===== src/rtl/alu_share_arbiter.sv =====
// Round-robin arbiter sharing one combinational ALU between two requesters.
// Registers operands/opcode toward the ALU and returns result + zero flag over valid/ready.
module alu_share_arbiter #(
  parameter int unsigned N   = 4,
  parameter int unsigned OPW = 4
) (
  input  logic             clk,
  input  logic             rst_n,
  input  logic [1:0]       req_valid,
  output logic [1:0]       req_ready,
  input  logic [2*N-1:0]   req_a,
  input  logic [2*N-1:0]   req_b,
  input  logic [2*OPW-1:0] req_op,
  output logic [N-1:0]     alu_a,
  output logic [N-1:0]     alu_b,
  output logic [OPW-1:0]   alu_op,
  input  logic [N-1:0]     alu_result,
  input  logic             alu_flagZ,
  output logic             rsp_valid,
  input  logic             rsp_ready,
  output logic             rsp_id,
  output logic [N-1:0]     rsp_result,
  output logic             rsp_flagZ,
  output logic             busy
);

  localparam logic [1:0] IDLE  = 2'd0;
  localparam logic [1:0] ISSUE = 2'd1;
  localparam logic [1:0] RESP  = 2'd2;

  logic [1:0] state, state_nxt;
  logic       last_grant;
  logic       grant_c;
  logic       accept_c;

  // State register
  always_ff @(posedge clk or negedge rst_n) begin
    if (!rst_n) begin
      state <= IDLE;
    end else begin
      state <= state_nxt;
    end
  end

  // Next state, grant selection and combinational accept strobe
  always_comb begin
    state_nxt = state;
    grant_c   = 1'b0;
    accept_c  = 1'b0;
    req_ready = 2'b00;
    case (state)
      IDLE: begin
        if (req_valid != 2'b00) begin
          accept_c  = 1'b1;
          state_nxt = ISSUE;
          case (req_valid)
            2'b01:   grant_c = 1'b0;
            2'b10:   grant_c = 1'b1;
            default: grant_c = ~last_grant;
          endcase
        end
      end
      ISSUE: state_nxt = RESP;
      RESP: begin
        if (rsp_ready) begin
          state_nxt = IDLE;
        end
      end
      default: state_nxt = IDLE;
    endcase
    // Ready is held low throughout reset even though the state decode is already IDLE
    if (accept_c && rst_n) begin
      req_ready = grant_c ? 2'b10 : 2'b01;
    end
  end

  // Operand capture, result capture and response flags
  always_ff @(posedge clk or negedge rst_n) begin
    if (!rst_n) begin
      last_grant <= 1'b1;
      alu_a      <= '0;
      alu_b      <= '0;
      alu_op     <= '0;
      rsp_id     <= 1'b0;
      rsp_result <= '0;
      rsp_flagZ  <= 1'b0;
      rsp_valid  <= 1'b0;
      busy       <= 1'b0;
    end else begin
      if (accept_c) begin
        alu_a      <= grant_c ? req_a[2*N-1:N]     : req_a[N-1:0];
        alu_b      <= grant_c ? req_b[2*N-1:N]     : req_b[N-1:0];
        alu_op     <= grant_c ? req_op[2*OPW-1:OPW] : req_op[OPW-1:0];
        rsp_id     <= grant_c;
        last_grant <= grant_c;
      end
      if (state == ISSUE) begin
        rsp_result <= alu_result;
        rsp_flagZ  <= alu_flagZ;
      end
      rsp_valid <= (state_nxt == RESP);
      busy      <= (state_nxt != IDLE);
    end
  end

endmodule


===== config.mk =====
export PLATFORM = sky130hd
export DESIGN_NAME = alu_share_arbiter
export DESIGN_NICKNAME = d
export VERILOG_FILES = /design/src/rtl/alu_share_arbiter.sv
export SDC_FILE = /design/constraint.sdc
export NUM_CORES = 1
export LEC_CHECK = 0
export ABC_AREA = 1
export ABC_CLOCK_PERIOD_IN_PS = 2200
export BUFFER_PORTS_ARGS = -buffer_cell sky130_fd_sc_hd__buf_4
export CAP_MARGIN = 20
export CORE_MARGIN = 2
export CORE_UTILIZATION = 48
export CTS_CLUSTER_SIZE = 25
export DETAILED_ROUTE_END_ITERATION = 10
export GPL_TIMING_DRIVEN = 0
export PLACE_DENSITY_LB_ADDON = 0.2
export SETUP_SLACK_MARGIN = 0.02
export SLEW_MARGIN = 20
export SYNTH_ARGS = -nofsm -noshare
export SYNTH_HDL_FRONTEND = slang
export SYNTH_SLANG_ARGS = --single-unit
export TNS_END_PERCENT = 30

===== constraint.sdc =====
create_clock -name clk -period 2.2 [get_ports clk]
set_input_delay 0.44 -clock clk [delete_from_list [all_inputs] [get_ports clk]]
set_output_delay 0.44 -clock clk [all_outputs]
set_load 0.005 [all_outputs]

==> results.yml, run 1 <==
clock_network:
  insertion_delay_ps: 310
  numCtsBuffers: 3
  cts_hold_buf: 0
  cts-resized-gates: 0
  clk_pin_slew_worst_paths_ps: 120
  postCtsSetupRepairBufs: 0
  clockBufferDepth: 2
  htreeDepth: 1
  cts.sinks: 23
  cts_tree: "yes"
  cts_root_buffer: "clkbuf_4"
power:
  combPwrFrac_pct: 51.3
  power_frac_clock_pct: 10.1
  p_int_w: 0.001208
  p_sw_w: 0.0007197
  vdd_drop_max_mv: 0.8199
  p_seq_share_pct: 38.6
  power.total_w: 0.001928
  sw_frac_of_total_pct: 37.34
  leakage_nw: 0.9802
  p_per_area_nw_per_um2: 1184
logic_synthesis:
  synthAdderAreaFrac_pct: 1.086
  synth_cells: 144
  synth-seq-cells: 23
  yosysWarnings: 0
  syn_nets: 179
  avgSynthCellArea_um2: 8.002
  synthMuxAreaShare_pct: 4.886
  synth_top_family_by_area: "simple AND/OR/NAND/NOR gates"
  synthSimpleGateAreaFrac_pct: 29.97
  synth_compound_area_share_pct: 0.7600
  synthDistinctLibCells: 16
  synth_area_um2: 1152
  seq_area_frac_synth_pct: 50.05
  synth_xor_area_share_pct: 0
  yosys-top-cells-area: "dfrtp_1 48%, nand2_1 15%, nand3_1 11%"
  yosysTopAreaCellShare_pct: 47.77
  synth_top_area_cell: "dfrtp_1"
global_route:
  grt_max_degree: 25
  grt.total_usage_pct: 21.24
  gr-total-overflow: 0
  grt_pass1_vias: 1021
  grt_pass1_wl_mm: 4.278
  antenna_found_initial: 0
timing:
  slew_headroom_pct: 79.94
  worst_slew_pin_slew_ps: 300.9
  worst_slack_ps: 156.6
  finalHoldViolCount: 1
  rsz0062_at_grt: "no"
  maxSlewViolCount: 0
  skew_ps: 3.746
  setup_tns_ps: 0
  hold_slack_ps: -0.05951
  post-route-min-period_ps: 2043
  finalSetupViolCount: 0
  finalCritPeriodShare_pct: 92.88
  fmax_mhz: 489.4
floorplan:
  rows: 17
  ios: 56
  chipHeight_um: 53.00
  coreArea_um2: 2233
  initial_core_util_pct: 51.60
  dieWidth_um: 53.00
  dieArea_um2: 2808
routing:
  viasPerCell: 4.758
  vias: 1099
  dr.pass1.iters: 4
  drcViolationCount: 0
  wl_mm: 2.637
  drt_iter0_markers: 7
  ant_nets: 0
  wl_per_cell_um: 11.42
final_layout:
  syn_to_final_growth_pct: 41.26
  seq_area_um2: 576.8
  multi_input_area_um2: 422.9
  fin_nets: 239
  nFillCells: 188
  layout_common_cells: "57 x buf_4, 45 x nand2_1, 27 x inv_1"
  final_area_um2: 1628
  mostFrequentLayoutCell: "buf_4"
  diodes: 0
  drive_above_1_share_pct: 38.92
job:
  max_cap_violations: 0
critical_path:
  crit_start: "req_valid[0]"
  r2r_end: "rsp_id"
  worstPathArrival_ps: 1600
  worstPathRequired_ps: 1760
  cp-end-kind: "primary output"
  rrSetupSlack_ps: 970
  r2r_start: "state[0]"
  reg2regPathDepth: 7
  crit_path_end: "req_ready[1]"
  crit_fanout: 4
  path_class: "in -> out"
  start_kind: "primary input"
run_status:
  status: "finished, violations left"
  violations: "hold timing"
place:
  portBuffers: 55
  gp_congestion: 0.7773
  post-dp-hpwl_mm: 2.100
  placed_cell_area_um2: 1600
  dp_slack_ps: 166.9
worst_hold_path:
  hold_class: "in -> async"
how the worst min path moves through the flow:
stage                     cells past startpoint  startpoint  slack [ps]         to
after global placement                        1       rst_n         350   alu_a[3]
after CTS                                     1       rst_n           5  rsp_valid
after floorplan                               0       rst_n         140   alu_a[0]
after global routing                          1       rst_n          10   state[1]
final                                         1       rst_n       -0.06   alu_a[3]
after detailed placement                      1       rst_n         350   alu_a[3]
kinds of logic after synthesis:
| logic type | count (synthesis) |
|---|---|
| AO/OA/AOI/OAI | 1 |
| adder cells (fa/ha/maj) | 1 |
| buffers and inverters | 36 |
| flip-flops | 23 |
| multiplexers | 5 |
| AND/OR/NAND/NOR | 78 |
sequential cells by signal, indices dropped and copies added, names as in the netlist:
| signal | cells |
|---|---|
| alu_a | 4 |
| alu_b | 4 |
| alu_op | 4 |
| busy | 1 |
| last_grant | 1 |
| rsp_flagZ | 1 |
| rsp_id | 1 |
| rsp_result | 4 |
| rsp_valid | 1 |
| state | 2 |
metrics by stage:
step                cells  util (%)
finish                231     72.89
global route          231     72.89
CTS                   231     72.89
detailed placement    227     71.65
global placement      227     71.65
floorplan             144         -
power by group through the flow:
stage          combinational, W  clock, W  sequential, W
6_report               0.000989  0.000194       0.000744
5_1_grt                 0.00111  0.000212       0.000770
4_1_cts                 0.00101  0.000201       0.000746
3_5_place_dp            0.00101         0       0.000752
3_3_place_gp           0.000965         0       0.000746
2_1_floorplan          0.000524         0       0.000761
Yosys cell counts (all sizes together):
| cell | count |
|---|---|
| dfstp | 1 |
| nor3 | 1 |
| nand3 | 25 |
| nor2 | 5 |
| buf | 5 |
| nand2 | 47 |
| mux2 | 5 |
| o21ai | 1 |
| dfrtp | 22 |
| inv | 31 |
| ha | 1 |
critical path: stages:
cell     delay [ps]
buf_4           100
inv_1            40
ha_1            300
o21ai_2         230
nand2_2         120
inv_2            70
nand2_1          70
nor2_1          110
buf_4           120
cell type report:
class,instances,share of cell area [%]
multi-input cells,85,25.98
well taps,28,2.152
clock inverters,1,0.3075
repair buffers,55,25.37
flip-flops and latches,23,35.43
inverters,31,7.148
clock buffers,3,1.384
plain buffers,5,2.229
metal layers:
layer | wire (um) | track usage [%] | up-vias
met2 | 1403 | 39.58 | 40
met4 | 28 | 7.692 | 0
li1 | - | - | 549
met5 | 0 | 0 | -
met1 | 1045 | 24.28 | 506
met3 | 160 | 3.107 | 4
Note: power is estimated with default switching activity, not from simulation.
==> run 2, diff against run 1 <==
- ABC_AREA: 1 -> not set
- CORE_UTILIZATION: 48 -> 47
==> run 2 against run 1 <==
The flow now finishes without violations. Clock power decreased by 2%. Final cell count decreased by 14%. Flip-flop and latch count unchanged. Power increased by 4.3%. Utilization increased by 1.4 points. Worst setup slack got worse by 140 ps. Register-to-register slack got worse by 270 ps. Maximum frequency decreased by 6.3%. Global-route usage increased by 1.5 points. Largest power group unchanged. Synthesized cell count decreased by 26%. Critical path depth decreased by 2.
==> results.yml, run 2 <==
run_status:
  status: "finished, final reports clean"
global_route:
  grt_pass1_wl_mm: 4.491
  grt.total_usage_pct: 22.74
  grt_max_degree: 26
  antenna_found_initial: 0
  gr-total-overflow: 0
  grt_pass1_vias: 1075
timing:
  worst_slack_ps: 19.87
  skew_ps: 6.709
  worst_slew_pin_slew_ps: 443.7
  finalSetupViolCount: 0
  rsz0062_at_grt: "yes"
  slew_headroom_pct: 70.42
  finalCritPeriodShare_pct: 99.10
  post-route-min-period_ps: 2180
  setup_tns_ps: 0
  hold_slack_ps: 25.30
  fmax_mhz: 458.7
  finalHoldViolCount: 0
  maxSlewViolCount: 0
final_layout:
  fin_nets: 206
  final_area_um2: 1628
  seq_area_um2: 578.1
  layout_common_cells: "60 x buf_4, 21 x dfrtp_1, 13 x o21ai_0, 13 x nor2_1"
  drive_above_1_share_pct: 47.65
  multi_input_area_um2: 459.2
  diodes: 0
  syn_to_final_growth_pct: 51.28
  mostFrequentLayoutCell: "buf_4"
  nFillCells: 167
  fin_util_pct: 74.30
job:
  max_cap_violations: 0
critical_path:
  rrSetupSlack_ps: 700
  worstPathArrival_ps: 1740
  start_kind: "primary input"
  r2r_end: "alu_op[3]"
  path_cells: "buf_4 > inv_1 > ha_2 > nor3b_4 > nor2_1 > o311a_1 > buf_4"
  slowest_stage: "o311a_1"
  path_class: "in -> out"
  reg2regPathDepth: 7
  cp-end-kind: "primary output"
  r2r_start: "state[1]"
  crit_path_max_incr_delay_ps: 330
  crit_fanout: 5
  cp_common_cell: "buf_4"
  worstPathRequired_ps: 1760
floorplan:
  dieArea_um2: 2688
  dieWidth_um: 51.85
  rows: 17
  ios: 56
  chipHeight_um: 51.85
  initial_core_util_pct: 49.11
  coreArea_um2: 2191
power:
  p_per_area_nw_per_um2: 1235
  vdd_drop_max_mv: 0.7937
  leakage_nw: 0.7610
logic_synthesis:
  yosysTopAreaCellShare_pct: 51.16
  synth.most_common_cell: "dfrtp_1"
  synth_ff_type: "dfrtp_1"
  synth_area_um2: 1076
  synth_commonest_cells: "22 x dfrtp_1, 13 x nor2_1, 13 x o21ai_0"
  async_flop_share_pct: 100.0
  synth_top_area_cell: "dfrtp_1"
  avgSynthCellArea_um2: 10.15
  yosys-top-cells-area: "dfrtp_1 51%, a31oi_1 7.0%, o21ai_0 6.0%"
  synth_cells: 106
  syn_nets: 141
  synth-seq-cells: 23
  synthDistinctLibCells: 24
  synth-edff-count: 0
  seq_area_frac_synth_pct: 53.60
  yosysWarnings: 0
place:
  dp_slack_ps: -10.40
  post-dp-hpwl_mm: 2.156
  placed_cell_area_um2: 1524
  gp_congestion: 0.7216
  portBuffers: 55
routing:
  wl_mm: 2.998
  dr.pass1.iters: 4
  ant_nets: 0
  vias: 1091
  drt_iter0_markers: 26
  drcViolationCount: 0
  wl_per_cell_um: 15.14
  viasPerCell: 5.510
clock_network:
  numCtsBuffers: 3
  htreeDepth: 1
  cts.sinks: 23
  clockBufferDepth: 2
  cts_root_buffer: "clkbuf_4"
  insertion_delay_ps: 300
  cts_tree: "yes"
  clk_pin_slew_worst_paths_ps: 120
worst_hold_path:
  hold_class: "in -> async"
## run 2: cell types whose count changed in the layout (fill, tap and decap cells not counted), moves of 4 or more
| cell | change |
|---|---|
| a31oi_1 | +12 |
| nand2_1 | -43 |
| inv_2 | -4 |
| a21oi_1 | +12 |
| o21ai_0 | +13 |
| inv_1 | -25 |
| nand3_1 | -25 |
| nor2_1 | +10 |
## run 2: area by class of cell
type | count | area share, %
clock buffer | 3 | 1.384
sequential | 23 | 35.51
buffer | 8 | 3.613
tap | 28 | 2.152
clock inverter | 1 | 0.3075
timing repair buffer | 60 | 27.67
multi-input combinational | 72 | 28.21
inverter | 3 | 1.153
## run 2: worst max path at each step
stage	startpoint	end	slack, ps	depth (start not counted)
final	req_valid[0]	req_ready[0]	20	7
after global routing	req_valid[0]	req_ready[0]	-4	7
after CTS	req_valid[0]	req_ready[0]	20	9
after detailed placement	req_valid[0]	req_ready[0]	-10	9
after global placement	req_valid[0]	req_ready[0]	20	9
after floorplan	req_valid[0]	req_ready[0]	310	7
## run 2: critical path, delay by kind of cell
family | cells | cell delay (ps)
adders and majority gates | 1 | 290
AOI/OAI and AO/OA | 1 | 330
and+or+nand+nor | 2 | 350
buffers and inverters | 3 | 330
## run 2: cell families after synthesis
| family | share of synthesized area [%] |
|---|---|
| AOI/OAI and AO/OA | 21.63 |
| adders and majority gates | 1.163 |
| buffers and inverters | 6.628 |
| DFF | 53.61 |
| muxes | 5.232 |
| and+or+nand+nor | 11.75 |
## run 2: routing by layer
metal | share of wire [%] | wire, um | vias to the layer above | track usage (%)
li1 | - | - | 510 | -
met3 | 5.5 | 164 | 4 | 4.310
met1 | 39 | 1165 | 531 | 25.61
met5 | 0 | 0 | - | 0
met4 | 1.2 | 36 | 0 | 5.702
met2 | 54 | 1632 | 46 | 43.25
## run 2: power breakdown
group,switching [W],leakage [nW],total [W],internal [W]
sequential,0.000112,0.263,0.000753,0.000642
combinational,0.000476,0.480,0.00107,0.000590
clock,0.000123,0.0177,0.000190,0.0000676
total,0.000710,0.761,0.00201,0.00130
## run 2: through the flow
step | total power, W | cells
after global routing | 0.002145 | 198
after floorplan | 0.001251 | 106
final | 0.002010 | 198
after global placement | 0.001671 | 189
after CTS | 0.001951 | 195
after detailed placement | 0.001716 | 189
## run 2: repair_timing
item,4_1_cts,5_1_grt
hold endpoints to repair,0,0
hold buffers,0,0
setup endpoints to repair,2,2
pin swaps,1,1
gates resized for setup,4,5
buffers inserted,2,3
